### src/rtl/mult_share_arbiter.sv
// rtl/mult_share_arbiter.sv - round-robin sequencer sharing one external multiplier
// Holds one operand pair on the multiplier for a fixed multicycle window and returns the product.
module mult_share_arbiter #(
    parameter int NUM_REQ     = 4,
    parameter int WIDTH       = 64,
    parameter int CALC_CYCLES = 1
) (
    input  logic                         clk,
    input  logic                         rst,
    input  logic [NUM_REQ-1:0]           req_valid,
    output logic [NUM_REQ-1:0]           req_ready,
    input  logic [NUM_REQ*WIDTH-1:0]     req_a,
    input  logic [NUM_REQ*WIDTH-1:0]     req_b,
    output logic [WIDTH-1:0]             mult_a,
    output logic [WIDTH-1:0]             mult_b,
    input  logic [2*WIDTH-1:0]           mult_product,
    output logic                         resp_valid,
    input  logic                         resp_ready,
    output logic [$clog2(NUM_REQ)-1:0]   resp_id,
    output logic [2*WIDTH-1:0]           resp_product,
    output logic                         busy,
    output logic [31:0]                  op_count
);

    localparam int IDW = $clog2(NUM_REQ);
    localparam int CW  = (CALC_CYCLES > 1) ? $clog2(CALC_CYCLES) : 1;
    localparam logic [CW-1:0] CALC_LOAD = CW'(CALC_CYCLES - 1);

    typedef enum logic [1:0] {IDLE, CALC, RESP} state_t;

    state_t             state, state_next;
    logic [IDW-1:0]     rr_ptr;
    logic [CW-1:0]      calc_cnt;
    logic               loaded;
    logic [WIDTH-1:0]   op_a, op_b;
    logic [WIDTH-1:0]   sel_a, sel_b;
    logic [IDW-1:0]     grant;
    logic [IDW-1:0]     idx;
    logic [IDW:0]       sum;
    logic               grant_found;

    assign resp_valid = (state == RESP);
    assign busy       = (state != IDLE);

    always_comb begin
        state_next  = state;
        req_ready   = '0;
        grant       = '0;
        grant_found = 1'b0;
        sel_a       = '0;
        sel_b       = '0;
        sum         = '0;
        idx         = '0;
        // Search upward from rr_ptr, wrapping modulo NUM_REQ.
        for (int i = 0; i < NUM_REQ; i++) begin
            sum = {1'b0, rr_ptr} + (IDW+1)'(i);
            if (sum >= (IDW+1)'(NUM_REQ)) begin
                sum = sum - (IDW+1)'(NUM_REQ);
            end
            idx = sum[IDW-1:0];
            if (!grant_found && req_valid[idx]) begin
                grant_found = 1'b1;
                grant       = idx;
                sel_a       = req_a[idx*WIDTH +: WIDTH];
                sel_b       = req_b[idx*WIDTH +: WIDTH];
            end
        end
        case (state)
            IDLE: begin
                if (grant_found && !rst) begin
                    req_ready[grant] = 1'b1;
                    state_next       = CALC;
                end
            end
            CALC: begin
                if (loaded && calc_cnt == '0) begin
                    state_next = RESP;
                end
            end
            RESP: begin
                if (resp_ready) begin
                    state_next = IDLE;
                end
            end
            default: state_next = IDLE;
        endcase
    end

    always_ff @(posedge clk) begin
        if (rst) begin
            state        <= IDLE;
            rr_ptr       <= '0;
            calc_cnt     <= '0;
            loaded       <= 1'b0;
            op_a         <= '0;
            op_b         <= '0;
            mult_a       <= '0;
            mult_b       <= '0;
            resp_product <= '0;
            resp_id      <= '0;
            op_count     <= '0;
        end else begin
            state <= state_next;
            case (state)
                IDLE: begin
                    if (grant_found) begin
                        op_a     <= sel_a;
                        op_b     <= sel_b;
                        resp_id  <= grant;
                        calc_cnt <= CALC_LOAD;
                        loaded   <= 1'b0;
                    end
                end
                CALC: begin
                    // First CALC cycle loads the multiplier; the window counts from then.
                    if (!loaded) begin
                        mult_a <= op_a;
                        mult_b <= op_b;
                        loaded <= 1'b1;
                    end else if (calc_cnt == '0) begin
                        resp_product <= mult_product;
                    end else begin
                        calc_cnt <= calc_cnt - 1'b1;
                    end
                end
                RESP: begin
                    if (resp_ready) begin
                        rr_ptr   <= (resp_id == IDW'(NUM_REQ - 1)) ? '0 : resp_id + 1'b1;
                        op_count <= op_count + 32'd1;
                    end
                end
                default: ;
            endcase
        end
    end

endmodule

### config.mk
export PLATFORM = sky130hd
export DESIGN_NAME = mult_share_arbiter
export DESIGN_NICKNAME = d
export VERILOG_FILES = /design/src/rtl/mult_share_arbiter.sv
export SDC_FILE = /design/constraint.sdc
export NUM_CORES = 1
export LEC_CHECK = 0
export CAP_MARGIN = 25
export CORE_AREA = 2 2 372 374
export CTS_CLUSTER_DIAMETER = 120
export CTS_CLUSTER_SIZE = 30
export DETAILED_ROUTE_END_ITERATION = 7
export DIE_AREA = 0 0 374 376
export PLACE_DENSITY = 0.42
export SYNTH_ARGS = -nofsm -noshare
export SYNTH_HDL_FRONTEND = slang
export SYNTH_SLANG_ARGS = --single-unit
### constraint.sdc
create_clock -name clk -period 1.87 [get_ports clk]
set_input_delay 0.2805 -clock clk [delete_from_list [all_inputs] [get_ports clk]]
set_output_delay 0.2805 -clock clk [all_outputs]
set_load 0.01 [all_outputs]
After elaboration in Yosys (flattened, before gate mapping)
Index checks and enable logic that the tools add are counted.
Storage, ports and cells
  bits of input ports: 647
  output and inout bits: 296
  bits in registers: 424
  logic and storage cells: 111
Cells by class
  mux-type cells: 42
  add/sub/neg operators: 10
  shift-type cells: 8
  reduce and logical (&&, ||, !) cells: 20
  $lt $le $gt $ge: 10
  eq/ne operators: 8
  bitwise gates (word level): 2
Operators with widths (number)
  $shiftx 256x9->64: 8
  $mux 64: 8
  $add 32x1->32 const B: 1
  $mux 2: 12
  $lt 2x3->1 const B: 5
  $mux 1: 12
  $ge 3x3->1 const B: 3
  $reduce_and 3->1: 3
  $bmux 1 s2: 4
  $mux 4: 2
  $ne 2x2->1 const B: 4
  $reduce_and 2->1: 4
  $sub 2x1->2 const B: 4
  $add 2x2->3 const B: 2
  $logic_and 1x1->1: 6
  $pmux 2 s3: 1
  $eq 2x2->1 const B: 2
  $logic_not 1->1: 4
  $pmux 1 s2: 2
  $reduce_bool 2->1: 2
  $add 2x1->3 const B: 1
  $ge 2x3->1 const B: 1
  $add 2x1->2 const B: 1
  $demux 1 s2: 1
  6 further kinds: 7

Longest topological paths before layout
Gate-level depths: netlist of the first run.
  depth after elaboration: 20
  mapped depth: 9
  depth with buffers taken out: 6

Worst setup path after synthesis of the first run
Ideal clock, no wire load.
  path type: register to output
  start point: register rr_ptr[0]
  end point: output req_ready[0]
  required time: 1.590 ns
  data arrival time: 1.637 ns
  buffers on the path: 4
  cell stages (with the launch flop): 8
  slack: -0.047 ns
  path through: dfxtp_1 > buf_4 > buf_2 > buf_4 > buf_4 > a21oi_1 > o22a_1 > nor2_1
On the way
  word-level cells in the longest chain between the ends: 20
  elaborated cells between the ends (all ways): 45
  those cells by class: add/sub (7); order compare (6); mux (24); reduce/logical (8)
RTL lines
  start: declaration: RTL line 32  | logic [IDW-1:0] rr_ptr;
  start signal: assignment: RTL line 128  | rr_ptr <= (resp_id == IDW'(NUM_REQ - 1)) ? '0 : resp_id + 1'b1;
  branches (longest 18 deep; another with $add 2x1->3)
  $mux 4 (*): RTL line 70  | if (grant_found && !rst) begin
  $mux 4 (*): RTL line 68  | case (state)
  end: declaration: RTL line 11  | output logic [NUM_REQ-1:0] req_ready,
Every way passes the cells marked *. The select of a mux whose other input is x is not followed.

Worst setup path in the final report of the first run
  start point: register rr_ptr[0]
  end point: register op_a[39]
On the way
  word-level cells in the longest chain between the ends: 15
  elaborated cells between the ends (all ways): 42
  those cells by class: add/sub (7); order compare (4); shift (4); mux (20); reduce/logical (7)
RTL lines
  branches (longest 15 deep; another with $add 2x1->3)
  end signal: assignment: RTL line 107  | op_a <= sel_a;
  end: declaration: RTL line 35  | logic [WIDTH-1:0] op_a, op_b;
Several ways; the timed one is not identified. The select of a mux whose other input is x is not followed.
A chain may end at the register's enable or synchronous reset.

==> results of run 1 <==
worst reg2reg max path, cell delays in order (launching register included):
cell	delay, ps
dfxtp_4	370
buf_12	140
buf_6	130
buf_6	100
nor4bb_4	140
a22oi_2	290
nand2_4	100
buf_6	140
buf_12	130
buf_12	140
buf_12	130
buf_8	120
a311o_1	340
a21oi_1	120
routing by layer:
layer,track usage,up-vias,share of wire
met3,0.0451,178,0.058
met1,0.254,15328,0.42
met2,0.373,819,0.49
li1,-,15256,-
met5,0,-,0.0020
met4,0.0527,44,0.024
where the power goes:
group | internal [W] | leakage (nW) | switching, W
combinational | 0.00403 | 13.3 | 0.00406
sequential | 0.00961 | 3.47 | 0.000388
clock | 0.00320 | 0.494 | 0.00448
cell families (layout without fill, tap and decap cells):
logic type               count (synthesis)  count (layout)  share of synthesized area
AO/OA/AOI/OAI                         1182            1184                      0.241
XOR/XNOR                                18              18                    0.00555
adder cells (fa/ha/maj)                  2               2                   0.000881
buffers and inverters                  368            1388                     0.0634
flip-flops                             423             423                      0.298
multiplexers                           640             640                      0.244
other                                    0              21                          0
AND/OR/NAND/NOR                       1035            1035                      0.146
registers in the layout, indices dropped and copies added, names as in the netlist:
register and flops:
mult_a 64, loaded 1, resp_product 128, rr_ptr 2, mult_b 64, op_a 64
resp_id 2, op_b 64, op_count 32, state 2
synth_stat cells (3+ instances only):
cell       count
buf_2         57
nor3_1         3
mux4_2        28
nor2_1       163
or4_1          7
and3_1         3
o31ai_1        6
mux2_2       149
a221oi_1       4
nand4_1        9
and4_1         5
a21oi_1      634
a211oi_1       3
buf_4         68
or3_1          3
o211ai_1      38
mux2i_1      462
nor2b_1        4
inv_1         11
xor2_1        15
clkbuf_1     200
o2bb2ai_1      3
a311o_1      124
nand2b_1       4
buf_1         18
nand2_1      801
nand3_1       10
o21ai_0      252
xnor2_1        3
o22ai_1      106
buf_6         12
dfxtp_1      423
area by class of cell:
| type | count | area (um2) | area share |
|---|---|---|---|
| multi-input cells | 2879 | 19600 | 0.425 |
| repair buffers | 1326 | 14500 | 0.315 |
| flip-flops and latches | 423 | 8550 | 0.185 |
| well taps | 1794 | 2240 | 0.0487 |
| clock buffers | 30 | 697 | 0.0151 |
| clock inverters | 20 | 364 | 0.00790 |
| inverters | 12 | 52.6 | 0.00114 |
| diodes | 21 | 52.6 | 0.00114 |
repair_timing:
action / CTS / global route
buffers inserted: 79 / 26
resized for setup: 606 / 177
gates cloned: 44 / 7
setup endpoints to repair: 428 / 178
pin swaps: 124 / 107
endpoints found under the hold margin: 4 / 0
hold buffers: 1 / 0
metrics by stage:
stage | instance area (um2) | TNS (ps) | hold slack (ps)
final | 46100 | -53870 | 158
after global routing | 46100 | -62920 | 112
after CTS | 45300 | -63590 | 91.4
after detailed placement | 41400 | -109960 | 442
after global placement | 41400 | -109180 | 438
after floorplan | 28400 | -39.5 | 416
worst paths after layout:
path,start,end,cells after the start
worst min register to register,op_b[43],mult_b[43],2
worst max register to register,rr_ptr[0],op_a[39],13
worst max-delay path,rr_ptr[0],op_a[39],13
worst min-delay path,mult_product[46],resp_product[46],3
==> results.yml, run 1 <==
synth:
  yosys-top-cells-area: "dfxtp_1, mux2i_1, a21oi_1"
  syn_avg_cell_area_um2: 7.74
  yosys_register_bits: 423
  ys_types: 61
  async_reset_ff_frac: 0
  synth_ff_type: "dfxtp_1"
  ys_warn_count: 0
  synthCells: 3668
  synthDominantCellAreaShare: 0.298
  ys_seq_area_frac: 0.298
  yosys.area.top_type: "dfxtp_1"
  syn_nets: 4317
  netlist_area_um2: 28400
  synth-edff-count: 0
sta:
  slew_headroom: 0.519
  max_freq_mhz: 413
  max_slew.worst_pin.slew_ps: 722
  setup_viol: 140
  finClkSkew_ps: 38.9
  min_period_ps: 2420
  worst_slack_ps: -552
  finalCritPeriodShare: 1.30
  final_hold_viol_count: 0
  slew_violations: 0
  rsz0062_at_grt: "yes"
grt:
  grt_max_degree: 120
  grt_pass1_wl_mm: 220
  grt_pass1_vias: 31054
  grtUsageTotal: 0.209
  antenna_found_initial: 39
  gr-total-overflow: 0
worst_setup_path:
  worst_path_max_delay_cell: "dfxtp_4"
  startpoint_type: "register"
  cp_common_cell: "buf_12"
  path_class: "register to register"
  cp.buffers_inverters: 8
  cp_slowest_stage_delay_ps: 370
  end_kind: "register"
  path_cells: "buf_12 > buf_6 > buf_6 > nor4bb_4 > a22oi_2 > nand2_4 > buf_6 > buf_12 > buf_12 > buf_12 > buf_8 > a311o_1 > a21oi_1"
  cp_top_family: "buffers and inverters"
  path_max_fanout: 5
  r2r_slack_ps: -550
  cp.arrival_ps: 3000
  required_ps: 2450
routing:
  drt_wl_total_mm: 157
  via_per_inst: 4.86
  drc: 0
  firstDrtPassIters: 5
  dr.first_iter.drc_count: 1854
  wl_per_cell_um: 24.1
  ant_nets: 0
  dr_total_vias: 31625
final_layout:
  drive_gt1_frac: 0.191
  mostFrequentLayoutCells: "nand2_1, clkdlybuf4s50_1, a21oi_1, mux2i_1, dfxtp_1"
  nFillCells: 14406
  fin_util: 0.337
  fin_nets: 5318
  syn_to_final_growth_pct: 62.3
  fin_cells: 6505
  final_common_cell: "nand2_1"
clocking:
  cts_buffers: 27
  clk_latency_ps: 660
  clock_sinks: 423
  cts_tree: "yes"
  clk_pin_slew_ps: 120
  cts_root_buf: "clkbuf_16"
  clk_path_buf_depth: 3
  cts_max_level: 1
placement:
  place.port_buffers: 942
  post-place-ws_ps: -892
  place_congestion: 0.850
  dp.cells: 6307
  dpl.hpwl_mm: 112
floorplan:
  dieWidth_um: 374
  coreArea_um2: 137000
  initial_utilization: 0.208
  fp.dieH_um: 376
  io_pins: 943
  rows: 136
  dieArea_um2: 141000
flow_run:
  cap_violations: 0
outcome:
  violations: "setup timing"
  status: "finished, violations left"
power:
  finalPower_w: 0.0258
  power_leakage_nw: 17.3
  power-per-cell-area_nw_per_um2: 559
  peakVddDrop_mv: 0.662
worst_hold_path:
  hold_path_class: "input port to register"
(Power assumes the default switching activity.)
==> run 2, diff against run 1 <==
==> constraint.sdc (replaced) <==
create_clock -name clk -period 2.2 [get_ports clk]
set_input_delay 0.33 -clock clk [delete_from_list [all_inputs] [get_ports clk]]
set_output_delay 0.33 -clock clk [all_outputs]
set_load 0.05 [all_outputs]
==> run 2 against run 1 <==
Net effect:
- the run still ends with setup timing left
- design area fell by 8.7%
- critical path depth is 5 lower
- first-iteration DRC count down 15%
- worst setup slack better by 210 ps
- critical path type is now register to output port
- largest power group unchanged
==> results.yml, run 2 (same netlist as run 1, synthesis figures left out) <==
outcome:
  status: "finished, violations left"
  violations: "setup timing"
grt:
  grt_pass1_vias: 29583
  gr-total-overflow: 0
  grt_pass1_wl_mm: 206
  grt_max_degree: 139
  grtUsageTotal: 0.194
  antenna_found_initial: 37
sta:
  slew_violations: 0
  setup_viol: 4
  whs_ps: 193
  finalCritPeriodShare: 1.16
  max_freq_mhz: 393
  min_period_ps: 2540
  rsz0062_at_grt: "yes"
  worst_slack_ps: -344
  slew_headroom: 0.480
  max_slew.worst_pin.slew_ps: 780
  finClkSkew_ps: 56.1
  final_hold_viol_count: 0
clocking:
  clk_latency_ps: 670
  cts_buffers: 27
  cts_max_level: 1
  clk_path_buf_depth: 3
  ctsHoldBuffers: 0
  cts_tree: "yes"
  clock_sinks: 423
  clk_pin_slew_ps: 110
  cts_root_buf: "clkbuf_16"
routing:
  ant_nets: 0
  drc: 0
  dr_total_vias: 30653
  via_per_inst: 4.84
  dr.first_iter.drc_count: 1572
  firstDrtPassIters: 5
  wl_per_cell_um: 23.0
  drt_wl_total_mm: 146
worst_setup_path:
  path_cells: "or2_4 > or2_4 > nor2_4 > buf_8 > nand2_8 > buf_6 > nor2_4 > buf_12"
  r2r_slack_ps: 70
  path_max_fanout: 2
  required_ps: 1870
  startpoint_type: "register"
  cp.arrival_ps: 2210
  end_kind: "output port"
  cp_slowest_stage_delay_ps: 330
  cp_top_family: "simple AND/OR/NAND/NOR gates"
  path_class: "register to output port"
  worst_path_max_delay_cell: "dfxtp_2"
  cp.buffers_inverters: 3
floorplan:
  io_pins: 943
  rows: 136
  coreArea_um2: 137000
  initial_utilization: 0.208
  dieArea_um2: 141000
  fp.dieH_um: 376
  dieWidth_um: 374
final_layout:
  nFillCells: 14608
  regMostFlops: "resp_product"
  mostFrequentLayoutCells: "nand2_1, clkdlybuf4s50_1, a21oi_1, mux2i_1, dfxtp_1"
  multiInputGateArea_um2: 18400
  final_common_cell: "nand2_1"
  fin_nets: 5158
  drive_gt1_frac: 0.119
  fin_util: 0.308
  syn_to_final_growth_pct: 48.1
  largest_reg_flops: 128
  register_area_um2: 8480
placement:
  post-place-ws_ps: -698
  place.port_buffers: 942
  place_congestion: 0.832
  dpl.hpwl_mm: 111
power:
  peakVddDrop_mv: 0.672
  power_leakage_nw: 15.5
  power-per-cell-area_nw_per_um2: 515
worst_hold_path:
  hold_path_class: "input port to register"
flow_run:
  cap_violations: 0
-- run 2: changes by cell type in the layout (fill, tap and decap cells not counted), moves of 9 or more --
cell and delta:
dlygate4sd2_1 -27, a21oi_1 +107, o22ai_2 -49, buf_12 -38, mux2i_1 +16, a21oi_2 -101
buf_6 -29, o22ai_1 +66, dfxtp_2 -11, dfxtp_4 -13, buf_4 -9, o22ai_4 -17
buf_16 -31, dfxtp_1 +24
-- run 2: cell type report --
cell class                 instances  area share
antenna                           14    0.000833
clock buffer                      29      0.0167
clock inverter                    20     0.00848
inverter                          12     0.00125
multi-input combinational       2878       0.436
sequential                       423       0.202
tap                             1794      0.0534
timing repair buffer            1167       0.281
-- run 2: final timing paths --
| path | start | end | cells after the start |
|---|---|---|---|
| setup / recovery | state[0] | req_ready[3] | 8 |
| hold / removal | mult_product[67] | resp_product[67] | 3 |
| setup reg to reg | rr_ptr[1] | op_a[38] | 9 |
| hold reg to reg | op_b[29] | mult_b[29] | 2 |
-- run 2: power breakdown --
part           internal (W)  switching (W)
Combinational       0.00285        0.00372
Clock               0.00267        0.00391
Sequential          0.00818       0.000322
-- run 2: repair_timing --
item / in CTS / in global routing
pin swaps: 9 / 3
gates cloned: 1 / 4
setup endpoints to repair: 284 / 41
buffers inserted: 6 / 1
resized for setup: 285 / 20
-- run 2: worst reg2reg max path, stage by stage (launching register included) --
cell and delay, ps:
dfxtp_4 450, buf_6 140, buf_4 120, mux4_4 480
buf_4 250, buf_12 180, nand2_1 60, o211ai_1 80
a21oi_1 150, a21oi_1 90
-- run 2: metrics by stage --
| step | power [W] | setup TNS [ps] | area [um2] | instances |
|---|---|---|---|---|
| after CTS | 0.0221 | -1690 | 41800 | 6318 |
| after global routing | 0.0228 | -1700 | 42100 | 6333 |
| after detailed placement | 0.0154 | -55730 | 40900 | 6263 |
| after floorplan | 0.0120 | -355 | 28400 | 3668 |
| after global placement | 0.0153 | -53670 | 40900 | 6263 |
| final | 0.0216 | -1270 | 42100 | 6337 |
-- run 2: metal layers --
metal	track usage	vias up	share of wire
met1	0.231	14649	0.42
li1	-	14929	-
met5	0	-	0.0022
met4	0.0464	48	0.023
met3	0.0429	160	0.060
met2	0.352	867	0.50
